[config.mk]
export PLATFORM = sky130hd
export DESIGN_NAME = pipe_stage_skid_flat
export DESIGN_NICKNAME = d
export VERILOG_FILES = /design/src/rtl/pipe_pkg.sv /design/src/rtl/pipe_stage_skid_if.sv /design/src/rtl/pipe_slot.sv /design/src/rtl/pipe_stage_skid.sv /design/src/flat_wrapper.sv
export SDC_FILE = /design/constraint.sdc
export NUM_CORES = 1
export LEC_CHECK = 0
export CAP_MARGIN = 20
export CORE_AREA = 5 5 237 239
export DETAILED_ROUTE_END_ITERATION = 16
export DIE_AREA = 0 0 242 244
export PLACE_DENSITY = 0.78
export SYNTH_ARGS = -nofsm -noshare
export SYNTH_HDL_FRONTEND = slang
export SYNTH_SLANG_ARGS = --single-unit
[constraint.sdc]
create_clock -name clk -period 5.55 [get_ports clk]
set_input_delay 0.8325 -clock clk [delete_from_list [all_inputs] [get_ports clk]]
set_output_delay 0.8325 -clock clk [all_outputs]
set_load 0.1 [all_outputs]
[src/rtl/pipe_pkg.sv]
// Shared definitions for the parametrised pipeline stage: defaults, occupancy
// encoding and the 8 x 32-bit payload field layout.
package pipe_pkg;

    localparam int unsigned PC_W      = 32;
    localparam int unsigned EXC_W_DEF = 5;

    localparam logic [PC_W-1:0] PC_RESET_DEF = 32'h0000_3000;
    localparam logic [PC_W-1:0] PC_EXC_DEF   = 32'h0000_4180;

    typedef enum logic [1:0] {
        OCC_EMPTY = 2'd0,
        OCC_ONE   = 2'd1,
        OCC_TWO   = 2'd2
    } occ_e;

    // Payload field layout when DATA_W = 256
    localparam int unsigned FLD_W     = 32;
    localparam int unsigned OFF_INSTR = 0;
    localparam int unsigned OFF_PC8   = 32;
    localparam int unsigned OFF_EXT   = 64;
    localparam int unsigned OFF_RD1   = 96;
    localparam int unsigned OFF_RD2   = 128;
    localparam int unsigned OFF_ALU   = 160;
    localparam int unsigned OFF_MDU   = 192;
    localparam int unsigned OFF_SPARE = 224;

endpackage

[src/rtl/pipe_stage_skid_if.sv]
// Valid/ready pipeline link carrying pc, payload, exception code and delay-slot bit.
interface pipe_stage_skid_if
    import pipe_pkg::*;
#(
    parameter int unsigned DATA_W = 256,
    parameter int unsigned EXC_W  = EXC_W_DEF
) ();

    logic              valid;
    logic              ready;
    logic [PC_W-1:0]   pc;
    logic [DATA_W-1:0] data;
    logic [EXC_W-1:0]  exc;
    logic              bd;

    modport master (output valid, pc, data, exc, bd, input ready);
    modport slave  (input valid, pc, data, exc, bd, output ready);

endinterface

[src/rtl/pipe_slot.sv]
// One loadable pipeline entry. Priority: reset > flush (load exception PC) >
// kill (drop entry, keep pc) > load.
module pipe_slot
    import pipe_pkg::*;
#(
    parameter int unsigned     DATA_W   = 256,
    parameter int unsigned     EXC_W    = EXC_W_DEF,
    parameter logic [PC_W-1:0] PC_RESET = PC_RESET_DEF,
    parameter logic [PC_W-1:0] PC_EXC   = PC_EXC_DEF
) (
    input  logic              clk,
    input  logic              reset,
    input  logic              flush,
    input  logic              kill,
    input  logic              load,
    input  logic [PC_W-1:0]   d_pc,
    input  logic [DATA_W-1:0] d_data,
    input  logic [EXC_W-1:0]  d_exc,
    input  logic              d_bd,
    output logic              q_valid,
    output logic [PC_W-1:0]   q_pc,
    output logic [DATA_W-1:0] q_data,
    output logic [EXC_W-1:0]  q_exc,
    output logic              q_bd
);

    logic              valid_q, valid_d;
    logic [PC_W-1:0]   pc_q,    pc_d;
    logic [DATA_W-1:0] data_q,  data_d;
    logic [EXC_W-1:0]  exc_q,   exc_d;
    logic              bd_q,    bd_d;

    // An invalid entry always carries zero data/exc/bd
    always_comb begin
        valid_d = valid_q;
        pc_d    = pc_q;
        data_d  = data_q;
        exc_d   = exc_q;
        bd_d    = bd_q;
        if (flush) begin
            valid_d = 1'b0;
            pc_d    = PC_EXC;
            data_d  = '0;
            exc_d   = '0;
            bd_d    = 1'b0;
        end else if (kill) begin
            valid_d = 1'b0;
            data_d  = '0;
            exc_d   = '0;
            bd_d    = 1'b0;
        end else if (load) begin
            valid_d = 1'b1;
            pc_d    = d_pc;
            data_d  = d_data;
            exc_d   = d_exc;
            bd_d    = d_bd;
        end
    end

    always_ff @(posedge clk) begin
        if (reset) begin
            valid_q <= 1'b0;
            pc_q    <= PC_RESET;
            data_q  <= '0;
            exc_q   <= '0;
            bd_q    <= 1'b0;
        end else begin
            valid_q <= valid_d;
            pc_q    <= pc_d;
            data_q  <= data_d;
            exc_q   <= exc_d;
            bd_q    <= bd_d;
        end
    end

    assign q_valid = valid_q;
    assign q_pc    = pc_q;
    assign q_data  = data_q;
    assign q_exc   = exc_q;
    assign q_bd    = bd_q;

endmodule

[src/rtl/pipe_stage_skid.sv]
// Pipeline stage register with optional 2-entry skid buffer, exception flush,
// bubble insert and a saturating stall counter.
module pipe_stage_skid
    import pipe_pkg::*;
#(
    parameter int unsigned     DATA_W   = 256,
    parameter int unsigned     EXC_W    = EXC_W_DEF,
    parameter logic [PC_W-1:0] PC_RESET = PC_RESET_DEF,
    parameter logic [PC_W-1:0] PC_EXC   = PC_EXC_DEF,
    parameter int unsigned     SKID     = 1,
    parameter int unsigned     STALL_W  = 16
) (
    input  logic                clk,
    input  logic                reset,
    input  logic                req,
    input  logic                clr,
    pipe_stage_skid_if.slave    up,
    pipe_stage_skid_if.master   dn,
    output logic [1:0]          occupancy,
    output logic [STALL_W-1:0]  stall_cnt
);

    localparam bit HAS_SKID = (SKID != 0);

    occ_e occ_q, occ_d;
    logic in_ready_q, in_ready_d;
    logic in_ready_c;
    logic [STALL_W-1:0] stall_q, stall_d;

    logic accept, emit;
    logic head_valid, head_load, head_kill, head_from_skid;
    logic skid_valid, skid_bd;
    logic [PC_W-1:0]   skid_pc;
    logic [DATA_W-1:0] skid_data;
    logic [EXC_W-1:0]  skid_exc;

    assign in_ready_c = HAS_SKID ? in_ready_q : (dn.ready | ~head_valid);
    assign up.ready   = in_ready_c;
    assign accept     = up.valid & in_ready_c;
    assign emit       = head_valid & dn.ready;

    // Occupancy FSM; flush and clear empty both slots in one cycle
    always_comb begin
        occ_d          = occ_q;
        head_load      = 1'b0;
        head_kill      = 1'b0;
        head_from_skid = 1'b0;
        if (req || clr) begin
            occ_d = OCC_EMPTY;
        end else begin
            case (occ_q)
                OCC_EMPTY: begin
                    if (accept) begin
                        occ_d     = OCC_ONE;
                        head_load = 1'b1;
                    end
                end
                OCC_ONE: begin
                    if (accept && (emit || !HAS_SKID)) begin
                        head_load = 1'b1;
                    end else if (accept) begin
                        occ_d = OCC_TWO;
                    end else if (emit) begin
                        occ_d     = OCC_EMPTY;
                        head_kill = 1'b1;
                    end
                end
                OCC_TWO: begin
                    if (emit && skid_valid) begin
                        occ_d          = OCC_ONE;
                        head_load      = 1'b1;
                        head_from_skid = 1'b1;
                    end
                end
                default: occ_d = OCC_EMPTY;
            endcase
        end
        in_ready_d = (occ_d != OCC_TWO);
    end

    always_ff @(posedge clk) begin
        if (reset) begin
            occ_q      <= OCC_EMPTY;
            in_ready_q <= 1'b1;
        end else begin
            occ_q      <= occ_d;
            in_ready_q <= in_ready_d;
        end
    end

    // Saturating stall counter, frozen during flush/clear cycles
    always_comb begin
        stall_d = stall_q;
        if (!req && !clr && head_valid && !dn.ready && (stall_q != '1)) begin
            stall_d = stall_q + STALL_W'(1);
        end
    end

    always_ff @(posedge clk) begin
        if (reset) begin
            stall_q <= '0;
        end else begin
            stall_q <= stall_d;
        end
    end

    pipe_slot #(
        .DATA_W   (DATA_W),
        .EXC_W    (EXC_W),
        .PC_RESET (PC_RESET),
        .PC_EXC   (PC_EXC)
    ) u_head (
        .clk     (clk),
        .reset   (reset),
        .flush   (req),
        .kill    (clr | head_kill),
        .load    (head_load),
        .d_pc    (head_from_skid ? skid_pc   : up.pc),
        .d_data  (head_from_skid ? skid_data : up.data),
        .d_exc   (head_from_skid ? skid_exc  : up.exc),
        .d_bd    (head_from_skid ? skid_bd   : up.bd),
        .q_valid (head_valid),
        .q_pc    (dn.pc),
        .q_data  (dn.data),
        .q_exc   (dn.exc),
        .q_bd    (dn.bd)
    );

    generate
        if (HAS_SKID) begin : g_skid
            logic skid_load;
            // Skid captures the input only when the head is full and stalled
            assign skid_load = (occ_q == OCC_ONE) && accept && !emit;

            pipe_slot #(
                .DATA_W   (DATA_W),
                .EXC_W    (EXC_W),
                .PC_RESET (PC_RESET),
                .PC_EXC   (PC_EXC)
            ) u_skid (
                .clk     (clk),
                .reset   (reset),
                .flush   (req),
                .kill    (clr | head_from_skid),
                .load    (skid_load),
                .d_pc    (up.pc),
                .d_data  (up.data),
                .d_exc   (up.exc),
                .d_bd    (up.bd),
                .q_valid (skid_valid),
                .q_pc    (skid_pc),
                .q_data  (skid_data),
                .q_exc   (skid_exc),
                .q_bd    (skid_bd)
            );
        end else begin : g_noskid
            assign skid_valid = 1'b0;
            assign skid_pc    = '0;
            assign skid_data  = '0;
            assign skid_exc   = '0;
            assign skid_bd    = 1'b0;
        end
    endgenerate

    assign dn.valid  = head_valid;
    assign occupancy = occ_q;
    assign stall_cnt = stall_q;

endmodule

[src/flat_wrapper.sv]
// flat-port wrapper written by rule: the top's interface ports become plain ports
module pipe_stage_skid_flat import pipe_pkg::*;
#(
    parameter int unsigned     DATA_W   = 256,
    parameter int unsigned     EXC_W    = EXC_W_DEF,
    parameter logic [PC_W-1:0] PC_RESET = PC_RESET_DEF,
    parameter logic [PC_W-1:0] PC_EXC   = PC_EXC_DEF,
    parameter int unsigned     SKID     = 1,
    parameter int unsigned     STALL_W  = 16
)
  (clk, reset, req, clr, occupancy, stall_cnt, up_valid, up_pc, up_data, up_exc, up_bd, up_ready, dn_valid, dn_pc, dn_data, dn_exc, dn_bd, dn_ready);
  pipe_stage_skid_if #(.DATA_W(DATA_W), .EXC_W(EXC_W)) up_i ();
  pipe_stage_skid_if #(.DATA_W(DATA_W), .EXC_W(EXC_W)) dn_i ();
  input  logic clk;
  input  logic reset;
  input  logic req;
  input  logic clr;
  output logic [1:0] occupancy;
  output logic [STALL_W-1:0] stall_cnt;
  input wire logic [$bits(up_i.valid)-1:0] up_valid;
  input wire logic [$bits(up_i.pc)-1:0] up_pc;
  input wire logic [$bits(up_i.data)-1:0] up_data;
  input wire logic [$bits(up_i.exc)-1:0] up_exc;
  input wire logic [$bits(up_i.bd)-1:0] up_bd;
  output wire logic [$bits(up_i.ready)-1:0] up_ready;
  output wire logic [$bits(dn_i.valid)-1:0] dn_valid;
  output wire logic [$bits(dn_i.pc)-1:0] dn_pc;
  output wire logic [$bits(dn_i.data)-1:0] dn_data;
  output wire logic [$bits(dn_i.exc)-1:0] dn_exc;
  output wire logic [$bits(dn_i.bd)-1:0] dn_bd;
  input wire logic [$bits(dn_i.ready)-1:0] dn_ready;
  assign up_i.valid = up_valid;
  assign up_i.pc = up_pc;
  assign up_i.data = up_data;
  assign up_i.exc = up_exc;
  assign up_i.bd = up_bd;
  assign up_ready = up_i.ready;
  assign dn_valid = dn_i.valid;
  assign dn_pc = dn_i.pc;
  assign dn_data = dn_i.data;
  assign dn_exc = dn_i.exc;
  assign dn_bd = dn_i.bd;
  assign dn_i.ready = dn_ready;
  pipe_stage_skid #(.DATA_W(DATA_W), .EXC_W(EXC_W), .PC_RESET(PC_RESET), .PC_EXC(PC_EXC), .SKID(SKID), .STALL_W(STALL_W)) u_core (.clk(clk), .reset(reset), .req(req), .clr(clr), .up(up_i), .dn(dn_i), .occupancy(occupancy), .stall_cnt(stall_cnt));
endmodule
; After elaboration in Yosys (flattened, before gate mapping)
; Cells that the tools add are included.
[classes]
add_sub_neg = 1
n_eq_ne = 6
mux = 29
bitwise_logic = 6
n_reduce_logical = 23
[op_table]
columns = operator, count
row1 = two-way mux 256 bit, 1
row2 = two-way mux 15 bit, 6
row3 = two-way mux 32 bit, 1
row4 = "adder 16 x 1 -> 16 bit, second input constant", 1
row5 = "!= test 16 bit, second input constant", 1
row6 = two-way mux 1 bit, 12
row7 = two-way mux 2 bit, 6
row8 = logical AND 1 bit, 8
row9 = AND reduction 2 bit, 4
row10 = "!= test 2 bit, second input constant", 3
row11 = one-hot mux 2 bit (3 select lines), 1
row12 = OR reduction 3 bit, 2
row13 = two-way mux 5 bit, 1
row14 = logical NOT 1 bit, 4
row15 = nonzero test 2 bit, 2
row16 = one-hot mux 1 bit (3 select lines), 1
row17 = bitwise AND 1 bit, 2
row18 = "== test 2 x 1 -> 1 bit, second input constant", 1
row19 = "== test 2 bit, second input constant", 1
row20 = logical NOT 2 bit, 1
row21 = NOT 1 bit, 2
row22 = OR 1 bit, 2
row23 = OR reduction 2 bit, 1
row24 = logical OR 1 bit, 1
[word_totals]
register_bits = 609
output_inout_bits = 314
word_cells = 80

; Logic depth before layout (Yosys ltp)
; Gate-level depths: netlist (run 1).
[logic_depth]
depth_word = 9
ltp_mapped = 8
mapped_depth_nobuf = 5

; By module
; A second synthesis (run 1) with hierarchy kept.
[hier_totals]
hier_cells = 2430
area_unflattened_um2 = 25157.9
[by_module_without_submodules]
columns = mod, instances, cells_each, area_per_inst_um2, seq_area_each_um2
row1 = pipe_slot, 2, 989, 10352.4, 5905.7
row2 = pipe_stage_skid, 1, 452, 4453.0, 380.4

; Least setup slack after synthesis (run 1)
; No wires, ideal clock.
[synth_timing]
kind = register -> register
start = register u_core.stall_q[0] (netlist: u_core.stall_cnt[0])
end = register u_core.stall_q[1] (netlist: u_core.stall_cnt[1])
setup_ps = 128
arrival_ps = 2490
required_ps = 5422
setup_slack_ps = 2932
path_stages_with_launch = 6
n_path_buf = 0
period_less_slack_ps = 2618
cell_sequence = dfxtp_1 ha_1 nand4_1 o41ai_4 mux2i_1 nor2_1
[synth_between]
elab_chain_len = 2
[synth_rtl]
columns = item, line_no
row1 = start: declaration, pipe_stage_skid.sv:28  ; logic [STALL_W-1:0] stall_q, stall_d;
row2 = start signal: assignment, pipe_stage_skid.sv:103  ; stall_q <= stall_d;
row3 = branches (longest 2 deep; another with adder 16 x 1 -> 16 bit), --
; Several ways; the timed one is not identified.
; A chain may end at the register's enable or synchronous reset.

; Worst setup path in the final report (run 1)
[layout_timing]
start = register u_core.occ_q[0] (netlist: u_core.occupancy[0])
end = output occupancy[0]
[layout_rtl]
columns = item, line_no
row1 = start: declaration, pipe_stage_skid.sv:25  ; occ_e occ_q, occ_d;
row2 = start signal: assignment, pipe_stage_skid.sv:83  ; occ_q <= OCC_EMPTY;
row3 = start signal: assignment, pipe_stage_skid.sv:86  ; occ_q <= occ_d;
row4 = end: declaration, flat_wrapper.sv:18  ; output logic [1:0] occupancy;
; No word-level cell between the ends.

==> metrics, run 1 <==
CP Data Arrival Time=2.57 ns; vias in the first global route=19900; Final #Nets=3208; crit-path cells=clkdlybuf4s50_1; Final Cycle Share=61.3%; HPWL after detailed placement=48.3 mm; post-route minimum period=3.40 ns; fillers=4333; vias per inst=5.46; Initial Util=43.2%; post-synth cell types=49; ys flop type=dfxtp_1; CTS tree=built; Yosys reg bits=609; root buffer cell=clkbuf_16; EDFF count, synth=0; Worst Min Path Start=u_core.g_skid.u_skid.q_pc[26]; IO buf count=613; clock buffer count from CTS=61; R2R cell count=5; RR Endpoint=u_core.u_head.q_pc[24]; Max clock buf depth=3; Setup WS pre-CTS=1.70 ns; status=completed; Hold Path End=u_core.g_skid.u_skid.q_pc[26]; total number of vias=20000; Fmax=0.294 GHz; leak pwr=9.85 nW; PwrDens=301 nW/um^2; Warnings, synthesis=0; Skew-Pair Late Insertion Delay=0.60 ns; H-tree Lvls=2; Crit. End Element=primary output; global-route wire length before repair=114 mm; CP Launch Type=flop; initial drt markers=1154; Final Core Density=59.2%; hold buffer count at cts=0; Reg2Reg Setup Slack=2.67 ns; Hold Crit Class=reg -> reg; CP Depth=1; die area=59000 um^2; Hold Path Cell Cnt=2; setup_tns=0 ns; initial antenna violation count=13; Crit path required time=4.72 ns; Max IR drop VDD=0.000222 V; RePlAce Congestion=0.834; final worst slack=2.15 ns; Die H=244 um; Clock Pin Slew Worst Setup and Hold Paths=0.06 ns; Cell Rows=85; critical path's largest stage delay=1.31 ns; CP max-delay cell=clkdlybuf4s50_1; reg2reg start=u_core.occupancy[0]; CP Class=reg -> out; largest net degree at the start of global routing=145; total iterations of the first detailed-routing run=8; Final setup viols=0; Clock Sinks=609; Max transition margin=21.0%; syn_nets=2704; Layout area overhead=37.0%; Worst-Margin Slew=1.19 ns; Crit path max-delay family=buffers and inverters; commonest non-fill, non-tap cell in the layout=clkdlybuf4s50_1; post-CTS setup buffer count=0; Routed WL per cell=20.0 um; Post-Route WL=73.4 mm; max-slew violations=0; share of cells above drive strength 1=5.11%; setup repair after global routing missed its margin=false; Syn Inst Count=2403; post-synthesis sequential area ratio=52.6%; Buf+Inv Stages, Crit Path=1; core area=53600 um^2; register area=12200 um^2; io pins=614; Post-route DRC=0; async set or reset register ratio after synthesis=0%; total grt overflow=0; global router's overall resource usage=23.1%; final hold violations=0; max cap viols=0; most frequent cells in the layout=clkdlybuf4s50_1, dfxtp_1, nand2_1, a21oi_1, mux2i_1; post-route ant nets=0; Synth Cell Area=23200 um^2; Setup Skew=0.0138 ns; DIE WIDTH=242 um; syn avg cell area=9.64 um^2; Multi-input gate area=10000 um^2; PostCTS Resize Cnt=0; Crit Path Max Fanout=13
## per-stage QoR
| stage | hold WS, ns | instance area, um^2 | cells | power [W] |
|---|---|---|---|---|
| floorplan | 0.436 | 23200 | 2403 | 0.00505 |
| global placement | 0.441 | 29600 | 3538 | 0.00545 |
| detailed placement | 0.445 | 29700 | 3540 | 0.00546 |
| CTS | 0.454 | 31700 | 3652 | 0.00964 |
| global route | 0.466 | 31700 | 3662 | 0.00986 |
| finish | 0.453 | 31700 | 3664 | 0.00956 |
## state kept, by name, indices dropped and copies added (netlist names)
register,cells
u_core.g_skid.u_skid.q_valid,1
u_core.g_skid.u_skid.q_bd,1
u_core.u_head.q_pc,32
u_core.u_head.q_valid,1
u_core.occupancy,2
u_core.g_skid.u_skid.q_data,256
u_core.u_head.q_bd,1
u_core.g_skid.u_skid.q_pc,32
u_core.u_head.q_exc,5
u_core.stall_cnt,16
u_core.g_skid.u_skid.q_exc,5
u_core.u_head.q_data,256
u_core.up.ready,1
## synth_stat cells, types with 2 or more instances
master | number | area share [%]
a21oi_1 | 305 | 6.6
a221oi_1 | 3 | 0.11
and3_1 | 2 | 0.054
buf_1 | 15 | 0.24
buf_2 | 70 | 1.5
buf_4 | 13 | 0.42
buf_6 | 12 | 0.58
clkbuf_1 | 89 | 1.4
dfxtp_1 | 609 | 53
inv_1 | 6 | 0.097
mux2i_1 | 296 | 13
nand2_1 | 590 | 9.6
nand3_1 | 9 | 0.19
nand4_1 | 4 | 0.11
nor2_1 | 13 | 0.21
nor2b_1 | 2 | 0.054
nor3_1 | 13 | 0.28
nor4_1 | 3 | 0.081
o21ai_0 | 11 | 0.24
o21bai_1 | 2 | 0.065
o22ai_1 | 2 | 0.054
o2bb2ai_1 | 289 | 11
o311ai_0 | 4 | 0.15
o31ai_1 | 4 | 0.13
or2_2 | 3 | 0.081
or3_1 | 9 | 0.24
or4_1 | 3 | 0.097
## cells by family after synthesis
family	after synthesis	synth area share, %
buffers and inverters	205	4.30
multiplexers	297	12.8
adder cells (fa/ha/maj)	1	0.0540
flip-flops	609	52.6
AO/OA/AOI/OAI	630	18.7
AND/OR/NAND/NOR	660	11.4
XOR/XNOR	1	0.0378
## worst max-delay path by stage
stage,from,to,slack [ns]
final,u_core.occupancy[0],occupancy[0],2.15
after global routing,u_core.occupancy[0],occupancy[0],2.10
after CTS,u_core.occupancy[0],occupancy[0],2.13
after detailed placement,req,u_core.g_skid.u_skid.q_data[214],1.70
after global placement,req,u_core.g_skid.u_skid.q_data[203],1.80
after floorplan,u_core.stall_cnt[0],u_core.stall_cnt[1],2.93
## cell type report
type | count | share of cell area (%)
antenna | 12 | 0.0946
clock buffer | 77 | 5.28
clock inverter | 35 | 1.18
inverter | 6 | 0.0710
multi-input combinational | 1589 | 31.6
sequential | 609 | 38.4
tap | 696 | 2.74
timing repair buffer | 640 | 20.6
## routing by layer
metal	up-vias	GRT usage, %	wire length (um)
li1	9505	-	-
met1	9664	27.5	29100
met2	666	39.9	36100
met3	178	6.03	5020
met4	4	9.68	3100
met5	-	0	30
## where the power goes
| part | total (W) | internal, W | switching, W |
|---|---|---|---|
| sequential | 0.00446 | 0.00442 | 0.0000360 |
| clock | 0.00419 | 0.00246 | 0.00173 |
| combinational | 0.000911 | 0.000332 | 0.000580 |
Power figures use the tool's default switching activity.
==> inputs of run 2 (changes only) <==
- clock period: 5.55 -> 3.4 ns (I/O delays scaled with it)
==> metrics, run 2 (synthesized netlist as in run 1, its figures left out) <==
Clock Sinks=609 (unchanged); commonest non-fill, non-tap cell in the layout=dfxtp_1 (was clkdlybuf4s50_1); crit-path cells=clkdlybuf4s50_1 (unchanged); status=completed (unchanged); setup repair after global routing missed its margin=false (unchanged); Post-route DRC=0 (unchanged); HPWL after detailed placement=51.2 mm (was 48.3 mm); setup_tns=0 ns (unchanged); Critical Path End=stall_cnt[8] (was occupancy[0]); total iterations of the first detailed-routing run=5 (was 8); largest net degree at the start of global routing=127 (was 145); R2R cell count=6 (was 5); CTS tree=built (unchanged); Max IR drop VDD=0.000443 V (was 0.000222 V); CP Launch Type=flop (unchanged); io pins=614 (unchanged); Max transition margin=28.7% (was 21.0%); Initial Util=43.2% (unchanged); Routed WL per cell=20.2 um (was 20.0 um); Worst-Margin Slew=1.07 ns (was 1.19 ns); Post-Route WL=74.6 mm (was 73.4 mm); RePlAce Congestion=0.845 (was 0.834); max-slew violations=0 (unchanged); post-route minimum period=2.76 ns; Clock Pin Slew Worst Setup and Hold Paths=0.06 ns (about the same); PostCTS Resize Cnt=0 (unchanged); Crit Path Max Fanout=7 (was 13); reg2reg start=u_core.occupancy[0] (unchanged); PwrDens=483 nW/um^2 (was 301 nW/um^2); max cap viols=0 (unchanged); Max clock buf depth=3 (unchanged); RR Endpoint=u_core.u_head.q_data[101] (was u_core.u_head.q_pc[24]); vias in the first global route=20200 (was 19900); vias per inst=5.48 (was 5.46); DIE WIDTH=242 um (unchanged); final hold violations=0 (unchanged); CP Depth=1 (unchanged); critical path's largest stage delay=1.19 ns (was 1.31 ns); initial antenna violation count=14 (was 13); IO buf count=613 (unchanged); clock buffer count from CTS=61 (unchanged); Final Core Density=59.8% (was 59.2%); post-route cell area=32000 um^2 (was 31700 um^2); CP Class=reg -> out (unchanged); post-route ant nets=0 (unchanged); CP Data Arrival Time=2.25 ns (was 2.57 ns); total number of vias=20200 (was 20000); leak pwr=10.1 nW (was 9.85 nW); core area=53600 um^2 (unchanged); placed inst area=30000 um^2 (was 29700 um^2); Buf+Inv Stages, Crit Path=1 (unchanged); most frequent cells in the layout=dfxtp_1, nand2_1, clkdlybuf4s50_1, a21oi_1, mux2i_1 (was clkdlybuf4s50_1, dfxtp_1, nand2_1, a21oi_1, mux2i_1); Die H=244 um (unchanged); Cell Rows=85 (unchanged); Final #Nets=3241 (was 3208); Crit path required time=2.89 ns (was 4.72 ns); initial drt markers=1463 (was 1154); global-route wire length before repair=115 mm (was 114 mm); die area=59000 um^2 (unchanged); Layout area overhead=38.2% (was 37.0%); Setup Skew=0.0217 ns (was 0.0138 ns); Crit path max-delay family=buffers and inverters (unchanged); CP max-delay cell=clkdlybuf4s50_1 (unchanged); Final Cycle Share=81.1%; global router's overall resource usage=23.5% (was 23.1%); CP startpoint=u_core.stall_cnt[8] (was u_core.occupancy[0]); root buffer cell=clkbuf_16 (unchanged); Final setup viols=0 (unchanged); Hold Crit Class=reg -> reg (unchanged); Reg2Reg Setup Slack=0.91 ns (was 2.67 ns); Skew-Pair Late Insertion Delay=0.61 ns (was 0.60 ns); hold buffer count at cts=0 (unchanged); share of cells above drive strength 1=6.90% (was 5.11%); Fmax=0.363 GHz; Crit. End Element=primary output (unchanged); total grt overflow=0 (unchanged); H-tree Lvls=2 (unchanged); post-CTS setup buffer count=0 (unchanged)
run 2: stage by stage:
stage / hold slack, ns / total power [W] / worst slack [ns] / std cells
after floorplan: 0.436 / 0.00825 / 0.782 / 2403
after global placement: 0.441 / 0.00892 / 0.403 / 3573
after detailed placement: 0.445 / 0.00894 / 0.320 / 3573
after CTS: 0.436 / 0.0156 / 0.610 / 3683
after global routing: 0.454 / 0.0160 / 0.577 / 3693
final: 0.454 / 0.0155 / 0.642 / 3693
run 2: how the worst min path moves through the flow:
stage                                        to  slack (ns)                              from  cells past startpoint
6_report       u_core.g_skid.u_skid.q_data[203]        0.45  u_core.g_skid.u_skid.q_data[203]                      2
5_1_grt        u_core.g_skid.u_skid.q_data[239]        0.45                      up_data[239]                      3
4_1_cts        u_core.g_skid.u_skid.q_data[239]        0.44                      up_data[239]                      3
3_5_place_dp          u_core.u_head.q_data[136]        0.45         u_core.u_head.q_data[136]                      1
3_3_place_gp   u_core.g_skid.u_skid.q_data[175]        0.44  u_core.g_skid.u_skid.q_data[175]                      2
2_1_floorplan         u_core.g_skid.u_skid.q_bd        0.44         u_core.g_skid.u_skid.q_bd                      2
run 2: where the power goes:
part	total [W]	switching, W	internal [W]
registers	0.00728	0.0000593	0.00722
logic	0.00151	0.000959	0.000551
clock network	0.00669	0.00278	0.00391
total	0.0155	0.00380	0.0117
run 2: layer usage:
metal / GRT usage (%) / up-vias / part of all wire [%]
met1: 27.9 / 9797 / 39
met5: 0 / - / 0.066
li1: - / 9578 / -
met4: 10.0 / 8 / 4.1
met2: 40.5 / 712 / 49
met3: 6.29 / 154 / 7.2
run 2: cell type report:
| class | instances | area, um^2 |
|---|---|---|
| multi-input combinational | 1589 | 10000 |
| clock inverter | 21 | 201 |
| inverter | 6 | 22.5 |
| tap | 696 | 871 |
| sequential | 609 | 12200 |
| clock buffer | 89 | 1810 |
| antenna | 10 | 25.0 |
| fill | 4349 | 21600 |
| timing repair buffer | 673 | 6860 |
run 2: worst reg2reg max path, stage by stage, from the launching register on:
cell and delay, ns:
dfxtp_1 0.64, a21boi_1 0.48, o22ai_2 0.27, nand2_4 0.29
buf_12 0.24, buf_4 0.34, o2bb2ai_1 0.12
==> RTL edit (settings of run 1) <==
Put one more register stage on the output `stall_cnt`, with the module's reset. The value now appears one clock later. The other outputs are not delayed to match.
--- a/src/rtl/pipe_stage_skid.sv
+++ b/src/rtl/pipe_stage_skid.sv
@@ -165,5 +165,11 @@
     assign dn.valid  = head_valid;
     assign occupancy = occ_q;
-    assign stall_cnt = stall_q;
+    always_ff @(posedge clk) begin
+        if (reset) begin
+            stall_cnt <= '0;
+        end else begin
+            stall_cnt <= stall_q;
+        end
+    end
 
 endmodule
Function: not settled (the Yosys comparison gave no result); the edit may change what the design does.
==> RTL edit against run 1 <==
Routed wire length is 13% higher; hold slack got worse by 0.0022 ns; synthesized cell count up 30%; setup slack got worse by 0.23 ns; non-clock buffer count rose by 11; synthesized area grew 5.9%; total power grew 3.2%; first-iteration DRC count increased by 82%; die area unchanged; cell area grew 4.3%; count of clock-buffer cells in the layout grew 27; clock skew grew 0.0059 ns; sequential cell count rose by 16.
==> RTL edit: results (changes against run 1) <==
TIMING
----------------------------------------------------------------------------------
Max Clock Skew                                                           0.0197 ns   was 0.0138 ns

PWR
----------------------------------------------------------------------------------
Total power of the final layout                                            9.87 mW   was 9.56 mW
Share of total power consumed by net switching                               24.2%   was 24.5%
Leakage power                                                              11.0 nW   was 9.85 nW
Worst ir drop on vdd                                                        306 uV   was 222 uV
Share of total power in combinational logic                                   8.7%   was 9.5%
Flop+latch power                                                           4.55 mW   was 4.46 mW

GLOBAL ROUTING
----------------------------------------------------------------------------------
Initial antenna violation count                                                 26   was 13
Global-route wire length before repair                                   128000 um   was 114000 um
Via count of the first global-routing pass                                   22.3k   was 19.9k

PLACEMENT
----------------------------------------------------------------------------------
Placed inst area                                                       0.0308 mm^2   was 0.0297 mm^2
Placer congestion estimate                                                   0.868   was 0.834
Dpl hpwl                                                                  50300 um   was 48300 um
Total instance count after detailed placement                                 4162   was 3540

WORST SETUP PATH
----------------------------------------------------------------------------------
Arrival time at the worst endpoint                                         4.05 ns   was 2.57 ns
Critical-path cell with the highest stage delay                       sky130_fd_sc_hd__buf_4   was sky130_fd_sc_hd__clkdlybuf4s50_1
Critical path launch point                                                     req   was u_core.occupancy[0]
Worst r2r src                                                         u_core.occupancy[1]   was u_core.occupancy[0]

DRT
----------------------------------------------------------------------------------
Final routed wirelength across all metal layers                           82800 um   was 73400 um
Total vias in the final route                                                24.3k   was 20.0k
Routed WL per cell                                                         19.2 um   was 20.0 um

MIN PATH
----------------------------------------------------------------------------------
Worst Hold Launch                                                     u_core.g_skid.u_skid.q_pc[28]   was u_core.g_skid.u_skid.q_pc[26]

YOSYS
----------------------------------------------------------------------------------
Most frequent cells after synthesis                                   sky130_fd_sc_hd__nand2_1 (1178), sky130_fd_sc_hd__dfxtp_1 (625), sky130_fd_sc_hd__a21oi_1 (297), sky130_fd_sc_hd__nor3_1 (270), sky130_fd_sc_hd__a311oi_1 (262)   was sky130_fd_sc_hd__dfxtp_1 (609), sky130_fd_sc_hd__nand2_1 (590), sky130_fd_sc_hd__a21oi_1 (305), sky130_fd_sc_hd__mux2i_1 (296), sky130_fd_sc_hd__o2bb2ai_1 (289)
Post-synthesis sequential area ratio                                         51.0%   was 52.6%

CTS
----------------------------------------------------------------------------------
Number of CTS-inserted buffers                                                  67   was 61

LAYOUT
----------------------------------------------------------------------------------
Share of final-layout standard cells stronger than drive strength 1          4.49%   was 5.11%

OUTCOME
----------------------------------------------------------------------------------
Status                                                                finished clean   unchanged

[RTL edit: cell types whose count changed after synthesis, moves of 95 or more]
cell / run 1 / this run
sky130_fd_sc_hd__a311oi_1: 0 / 262
sky130_fd_sc_hd__clkbuf_1: 89 / 184
sky130_fd_sc_hd__mux2i_1: 296 / 3
sky130_fd_sc_hd__nand2_1: 590 / 1178
sky130_fd_sc_hd__nor3_1: 13 / 270
sky130_fd_sc_hd__o2bb2ai_1: 289 / 3
[RTL edit: cells by family (layout without fill, tap and decap cells)]
kind of cell,after synthesis,count (layout),share of synthesized area (%)
muxes,9,9,0.398
and+or+nand+nor,1528,1528,25.5
AOI/OAI and AO/OA,644,644,17.9
DFF,625,625,51.0
other,0,21,0
xor gates and xnor gates,1,1,0.0357
buffers and inverters,305,776,5.18
adders and majority gates,1,1,0.0510
[RTL edit: worst paths after layout]
check | endpoint | slack (ns) | depth (start not counted)
worst min register to register | u_core.u_head.q_pc[28] | 0.45 | 2
worst min-delay path | u_core.u_head.q_pc[28] | 0.45 | 2
worst max-delay path | u_core.u_head.q_data[94] | 1.92 | 7
worst max register to register | u_core.u_head.q_data[163] | 2.32 | 6
[RTL edit: final cells by class]
class	count	area, um^2	share of cell area [%]
inverter	7	26.3	0.0794
multi-input combinational	2183	10800	32.7
clock buffer	104	2040	6.16
timing repair buffer	651	6600	20.0
tap	696	871	2.63
clock inverter	14	160	0.484
antenna	21	52.6	0.159
sequential	625	12500	37.8
[RTL edit: metal layers]
| layer | part of all wire (%) | GRT usage [%] | vias up |
|---|---|---|---|
| li1 | - | - | 11600 |
| met5 | 0.064 | 0 | - |
| met4 | 4.5 | 13.2 | 10 |
| met3 | 9.1 | 8.04 | 187 |
| met2 | 48 | 42.1 | 945 |
| met1 | 39 | 31.9 | 11600 |
